`config.mk`:
```
export PLATFORM = sky130hd
export DESIGN_NAME = watch_dp
export DESIGN_NICKNAME = d
export VERILOG_FILES = /design/src/rtl/watch_pkg.sv /design/src/rtl/watch_tick_gen.sv /design/src/rtl/watch_dp.sv
export SDC_FILE = /design/constraint.sdc
export NUM_CORES = 1
export LEC_CHECK = 0
export ABC_AREA = 1
export CAP_MARGIN = 20
export CORE_ASPECT_RATIO = 1.4
export CORE_MARGIN = 8
export CORE_UTILIZATION = 55
export DETAILED_ROUTE_END_ITERATION = 8
export PLACE_DENSITY = 0.77
export SETUP_SLACK_MARGIN = 0.2
export SLEW_MARGIN = 20
export SYNTH_ARGS = -nofsm -noshare
export SYNTH_HDL_FRONTEND = slang
export SYNTH_SLANG_ARGS = --single-unit
```
`constraint.sdc`:
```
create_clock -name clk -period 2.1 [get_ports clk]
set_clock_uncertainty 0.2 [all_clocks]
set_input_delay 0.42 -clock clk [delete_from_list [all_inputs] [get_ports clk]]
set_output_delay 0.42 -clock clk [all_outputs]
set_load 0.01 [all_outputs]
```
`src/rtl/watch_pkg.sv`:
```
// Shared definitions for the watch control unit and datapath: field select
// encodings, per-field limits and widths, and the modulo step helper.
package watch_pkg;

    typedef enum logic [1:0] {
        TIME_MSEC = 2'd0,
        TIME_SEC  = 2'd1,
        TIME_MIN  = 2'd2,
        TIME_HOUR = 2'd3
    } time_sel_e;

    localparam int unsigned MSEC_W = 7;
    localparam int unsigned SEC_W  = 6;
    localparam int unsigned MIN_W  = 6;
    localparam int unsigned HOUR_W = 5;

    // Limits are held at the widest field width so one helper serves all fields.
    localparam logic [6:0] MSEC_MAX = 7'd99;
    localparam logic [6:0] SEC_MAX  = 7'd59;
    localparam logic [6:0] MIN_MAX  = 7'd59;
    localparam logic [6:0] HOUR_MAX = 7'd23;

    function automatic logic [6:0] wrap_step(input logic [6:0] val, input logic [6:0] max,
                                             input logic inc);
        logic [6:0] res;
        if (inc) begin
            res = (val == max) ? 7'd0 : val + 7'd1;
        end else begin
            res = (val == 7'd0) ? max : val - 7'd1;
        end
        return res;
    endfunction

endpackage

```
`src/rtl/watch_tick_gen.sv`:
```
// Time-base prescaler: counts 0..DIV-1 while run is high and emits a registered
// one-cycle tick after the terminal count. Shared with the stopwatch datapath.
module watch_tick_gen #(
    parameter int unsigned DIV = 1_000_000
) (
    input  logic clk,
    input  logic rst,
    input  logic run,
    output logic tick
);

    localparam int unsigned CNT_W = (DIV > 1) ? $clog2(DIV) : 1;
    localparam logic [CNT_W-1:0] LAST = CNT_W'(DIV - 1);

    logic [CNT_W-1:0] cnt_q;
    logic             at_last;

    assign at_last = run && (cnt_q == LAST);

    always_ff @(posedge clk or posedge rst) begin
        if (rst) begin
            cnt_q <= '0;
            tick  <= 1'b0;
        end else begin
            tick <= at_last;
            if (run) begin
                cnt_q <= at_last ? '0 : cnt_q + 1'b1;
            end
        end
    end

endmodule

```
`src/rtl/watch_dp.sv`:
```
// Watch datapath: 24-hour hh:mm:ss:cc counter advanced by a divided tick, with
// single-step button adjust of the selected field. Optional auto-repeat on held
// buttons is enabled by defining WATCH_AUTO_REPEAT_EN.
module watch_dp
    import watch_pkg::*;
#(
    parameter int unsigned CLK_HZ           = 100_000_000,
    parameter int unsigned TICK_HZ          = 100,
    parameter int unsigned REPEAT_DELAY_CYC = 50_000_000,
    parameter int unsigned REPEAT_RATE_CYC  = 10_000_000
) (
    input  logic              clk,
    input  logic              rst,
    input  logic              run,
    input  logic [1:0]        time_select,
    input  logic [1:0]        up_down,
    output logic [MSEC_W-1:0] o_msec,
    output logic [SEC_W-1:0]  o_sec,
    output logic [MIN_W-1:0]  o_min,
    output logic [HOUR_W-1:0] o_hour,
    output logic              o_tick
);

    localparam int unsigned DIV = CLK_HZ / TICK_HZ;

    if (DIV < 2 || REPEAT_DELAY_CYC < 1 || REPEAT_RATE_CYC < 1) begin : g_bad_cfg
        $error("watch_dp: CLK_HZ/TICK_HZ must be >= 2 and REPEAT_* must be >= 1");
    end

    watch_tick_gen #(
        .DIV(DIV)
    ) u_tick_gen (
        .clk (clk),
        .rst (rst),
        .run (run),
        .tick(o_tick)
    );

    logic up, down;
    logic up_d_q, down_d_q;
    logic up_edge, dn_edge;
    logic step_up, step_dn;

    assign up      = up_down[1];
    assign down    = up_down[0];
    // Any overlap with the other button suppresses the step.
    assign up_edge = up & ~up_d_q & ~down;
    assign dn_edge = down & ~down_d_q & ~up;

    always_ff @(posedge clk or posedge rst) begin
        if (rst) begin
            up_d_q   <= 1'b0;
            down_d_q <= 1'b0;
        end else begin
            up_d_q   <= up;
            down_d_q <= down;
        end
    end

`ifdef WATCH_AUTO_REPEAT_EN
    localparam int unsigned HOLD_MAX = (REPEAT_DELAY_CYC > REPEAT_RATE_CYC) ?
                                       REPEAT_DELAY_CYC : REPEAT_RATE_CYC;
    localparam int unsigned HOLD_W   = $clog2(HOLD_MAX + 1);

    logic [1:0]        sel_d_q;
    logic [HOLD_W-1:0] hold_q, hold_d, hold_target;
    logic              armed_q, armed_d;
    logic              held_up, held_dn, rep;

    assign held_up = up & up_d_q & ~down & (time_select == sel_d_q);
    assign held_dn = down & down_d_q & ~up & (time_select == sel_d_q);
    assign hold_target = armed_q ? HOLD_W'(REPEAT_RATE_CYC - 1) : HOLD_W'(REPEAT_DELAY_CYC - 1);

    // hold_q counts cycles held including the press cycle, minus one.
    always_comb begin
        hold_d  = '0;
        armed_d = 1'b0;
        rep     = 1'b0;
        if (up_edge || dn_edge) begin
            hold_d = HOLD_W'(1);
        end else if (held_up || held_dn) begin
            armed_d = armed_q;
            if (hold_q == hold_target) begin
                rep     = 1'b1;
                hold_d  = '0;
                armed_d = 1'b1;
            end else begin
                hold_d = hold_q + 1'b1;
            end
        end
    end

    always_ff @(posedge clk or posedge rst) begin
        if (rst) begin
            sel_d_q <= 2'd0;
            hold_q  <= '0;
            armed_q <= 1'b0;
        end else begin
            sel_d_q <= time_select;
            hold_q  <= hold_d;
            armed_q <= armed_d;
        end
    end

    assign step_up = up_edge | (rep & held_up);
    assign step_dn = dn_edge | (rep & held_dn);
`else
    assign step_up = up_edge;
    assign step_dn = dn_edge;
`endif

    logic [MSEC_W-1:0] msec_q, msec_d;
    logic [SEC_W-1:0]  sec_q, sec_d;
    logic [MIN_W-1:0]  min_q, min_d;
    logic [HOUR_W-1:0] hour_q, hour_d;

    // An adjust owns the cycle: a coincident tick is dropped, not deferred.
    always_comb begin
        msec_d = msec_q;
        sec_d  = sec_q;
        min_d  = min_q;
        hour_d = hour_q;
        if (step_up || step_dn) begin
            unique case (time_sel_e'(time_select))
                TIME_MSEC: msec_d = MSEC_W'(wrap_step(msec_q, MSEC_MAX, step_up));
                TIME_SEC:  sec_d  = SEC_W'(wrap_step(7'(sec_q), SEC_MAX, step_up));
                TIME_MIN:  min_d  = MIN_W'(wrap_step(7'(min_q), MIN_MAX, step_up));
                TIME_HOUR: hour_d = HOUR_W'(wrap_step(7'(hour_q), HOUR_MAX, step_up));
            endcase
        end else if (o_tick) begin
            msec_d = MSEC_W'(wrap_step(msec_q, MSEC_MAX, 1'b1));
            if (msec_q == MSEC_MAX) begin
                sec_d = SEC_W'(wrap_step(7'(sec_q), SEC_MAX, 1'b1));
                if (7'(sec_q) == SEC_MAX) begin
                    min_d = MIN_W'(wrap_step(7'(min_q), MIN_MAX, 1'b1));
                    if (7'(min_q) == MIN_MAX) begin
                        hour_d = HOUR_W'(wrap_step(7'(hour_q), HOUR_MAX, 1'b1));
                    end
                end
            end
        end
    end

    always_ff @(posedge clk or posedge rst) begin
        if (rst) begin
            msec_q <= '0;
            sec_q  <= '0;
            min_q  <= '0;
            hour_q <= '0;
        end else begin
            msec_q <= msec_d;
            sec_q  <= sec_d;
            min_q  <= min_d;
            hour_q <= hour_d;
        end
    end

    assign o_msec = msec_q;
    assign o_sec  = sec_q;
    assign o_min  = min_q;
    assign o_hour = hour_q;

endmodule

```
==> summary.md <==
| Metric | Value |
|---|---|
| Die W | `83.6 um` |
| Die height | `111 um` |
| Post-Route WL | `8800 um` |
| Leakage | `2.26 nW` |
| Routed vias | `3511` |
| Status | `complete, no violations` |
| Gate power share | `55.6%` |
| R2R depth | `9` |
| Worst R2R Start | `o_min[0]` |
| N_diodes | `0` |
| Setup crit start | `o_msec[4]` |
| Slowest stage delay, CP | `0.54 ns` |
| Pint | `2.45 mW` |
| Synthesized area | `3520 um^2` |
| Clock share of power | `12.4%` |
| DRT antenna net count | `0` |
| Hold Crit Start | `up_down[1]` |
| DRT iter0 DRCs | `268` |
| Pin count of the biggest net entering global routing | `36` |
| Number of max-cap violations | `0` |
| Data arrival, critical path | `1.24 ns` |
| Max frequency | `538 MHz` |
| Layout area overhead | `22.1%` |
| Post-route cell area | `4290 um^2` |
| Vias/cell | `5.31` |
| Top cell family by delay on the critical path | `buffers and inverters` |
| Switching power | `1.94 mW` |
| Sw Ratio | `44.2%` |
| Row count | `34` |
| Power consumption | `4.39 mW` |
| FFs w/ async S/R, synth | `100%` |
| Worst-Margin Slew | `0.305 ns` |
| Root buf cell | `clkbuf_8` |
| Post-synth EDFFs | `0` |
| Max Buffers Root-to-Sink | `2` |
| Reg power frac | `32.1%` |
| Avg Cell Area, Syn | `6.68 um^2` |
| Final min period | `1.86 ns` |
| Initial antenna violation count | `0` |
| Seq/Total Area, Yosys | `33.5%` |
| CTS sink cnt | `47` |
| Hold path depth | `1` |
| Fin util | `69.1%` |
| CTS Buf Count | `5` |
| DRC | `0` |
| Yosys top cell area share | `33.5%` |
| H-tree levels | `2` |
| Hold_buf cts | `0` |
| Final Hold Viols | `0` |
| Pwr dens | `1020 nW/um^2` |
| Max-slew headroom | `79.6%` |
| CTS tree | `yes` |
| PortBufs | `31` |
| Post-DP Area | `3930 um^2` |
| Hold/Removal Path Class | `input pin to flip-flop` |
| First-pass GRT wire length | `15200 um` |
| Core Box Area | `6210 um^2` |
| Final Max Slew Viols | `0` |
| Setup violations, final | `0` |
| GRT Overall Usage | `19.1%` |
| DP Wirelength | `6410 um` |
| RSZ-0062 raised after global routing | `yes` |
| Gpl congestion | `0.954` |
| Final #Nets | `607` |
| Worst vdd ir | `0.670 mV` |
| Yosys warnings | `0` |
| Crit-path cells | `clkdlybuf4s50_1` |
| Gr ovfl total | `0` |
| Netlist cell types | `33` |
| Synth area leaders | `dfrtp_1 (33%), nand2_1 (16%), nand3_1 (8.3%), nor2_1 (7.3%), inv_1 (6.6%)` |
| Syn_nets | `545` |
| WP data required | `1.48 ns` |
| Crit-path slowest cell | `clkdlybuf4s50_1` |
| Seq cells post-synth | `47` |
| Critical Path Start Type | `flip-flop` |
| Initial Utilization | `56.6%` |
| Worst setup path class | `flip-flop to output port` |
| Worst-skew pair later-pin latency | `0.30 ns` |
| Max FO, Critical Path | `2` |
| Avg WL per Cell | `13.3 um` |
| Synth Instances | `526` |
| Primary FF master, synth | `dfrtp_1` |
| I/O pins | `32` |
| Tcrit/Tclk final | `88.4%` |
| Critical Path Stages | `1` |
| Post-synth top area cell | `dfrtp_1` |
| Full die area | `9240 um^2` |
| First-pass detailed-route iteration total | `5` |
| DP Worst Slack | `-0.0619 ns` |
| Final worst setup slack | `0.243 ns` |
| Worst setup EP type | `output port` |
| Buffers & Inverters on Critical Path | `1` |
| Share of cells above drive strength 1 | `17.0%` |
| CTS clk-pin slew, worst paths | `0.10 ns` |
| Number of global-route vias before repair | `3453` |
power groups by stage:
| stage | clock network, mW | registers [mW] | logic, mW |
|---|---|---|---|
| floorplan | 0 | 1.48 | 1.39 |
| global placement | 0 | 1.56 | 1.89 |
| detailed placement | 0 | 1.56 | 1.95 |
| CTS | 0.552 | 1.41 | 2.32 |
| global route | 0.584 | 1.43 | 2.76 |
| finish | 0.543 | 1.41 | 2.44 |
routing by layer:
layer | share of wire, % | track usage (%) | wire length (um) | vias to the layer above
met3 | 4.6 | 3.31 | 401 | 17
met1 | 39 | 20.6 | 3420 | 1624
li1 | - | - | - | 1782
met5 | 0 | 0 | 0 | -
met4 | 1.9 | 5.78 | 163 | 0
met2 | 55 | 36.0 | 4820 | 88
cell usage after synthesis, types with 2 or more instances:
master / count
ha_1: 12
inv_2: 6
buf_4: 2
nor3_1: 11
nand3b_1: 3
nand4_1: 6
buf_2: 8
o21ai_1: 2
inv_1: 62
nand2_1: 151
a21oi_1: 12
o21ai_0: 29
xnor2_1: 5
nor3_2: 2
nand2_4: 2
nand2_2: 7
dfrtp_1: 47
nand3_1: 58
nor2_2: 3
nor2_1: 68
xor2_1: 18
final timing paths:
| kind | to | slack [ns] |
|---|---|---|
| max in group asynchronous | o_hour[2] | 1.02 |
| setup reg to reg | o_hour[0] | 0.33 |
| hold / removal | up_d_q | 0.12 |
| hold reg to reg | u_tick_gen.cnt_q[1] | 0.32 |
| min in group asynchronous | u_tick_gen.cnt_q[1] | 0.18 |
| setup / recovery | o_msec[4] | 0.24 |
cell type report:
type                       instances  area [um^2]
fill                             536         1920
clock buffer                       6         72.6
timing repair inverter             1         7.51
sequential                        47         1200
clock inverter                     2         12.5
tap                               72         90.1
multi-input combinational        399         2060
inverter                          68          259
timing repair buffer              66          593
placed cells by master (no fill, tap or decap), types with 6 or more instances in the layout:
cell and count:
nand3_1 57, dfrtp_2 17, dfrtp_1 30, nand2_2 10, nor2_1 62, nand4_1 6, a21oi_1 12, nor2_2 8
buf_4 34, o21ai_0 29, clkdlybuf4s50_1 22, xor2_1 18, inv_2 8, nand2_1 148, nor3_1 11, inv_1 59
ha_1 11
registers in the layout, indices dropped and copies added (netlist names):
| signal | count |
|---|---|
| o_msec | 7 |
| o_min | 6 |
| u_tick_gen.tick | 1 |
| o_hour | 5 |
| o_sec | 6 |
| down_d_q | 1 |
| up_d_q | 1 |
| u_tick_gen.cnt_q | 20 |
what timing repair did:
action	CTS	global route
gates cloned	0	1
setup endpoints to repair	24	23
gates resized for setup	21	21
buffers inserted	22	4
pin swaps	0	3
metrics by stage:
step	hold slack [ns]	cells	setup TNS (ns)
6_report	0.124	661	0
3_3_place_gp	0.306	626	-0.0159
4_1_cts	0.178	656	0
5_1_grt	0.133	661	0
2_1_floorplan	0.251	526	0
3_5_place_dp	0.303	626	-0.391
kinds of logic (layout without fill, tap and decap cells):
logic type / count (synthesis) / after routing / share of synthesized area, %
and+or+nand+nor: 319 / 319 / 40.5
buffers and inverters: 80 / 143 / 9.25
DFF: 47 / 47 / 33.5
AOI/OAI and AO/OA: 45 / 45 / 6.80
xor gates and xnor gates: 23 / 23 / 5.73
adders and majority gates: 12 / 12 / 4.27
Power figures use the tool's default switching activity.
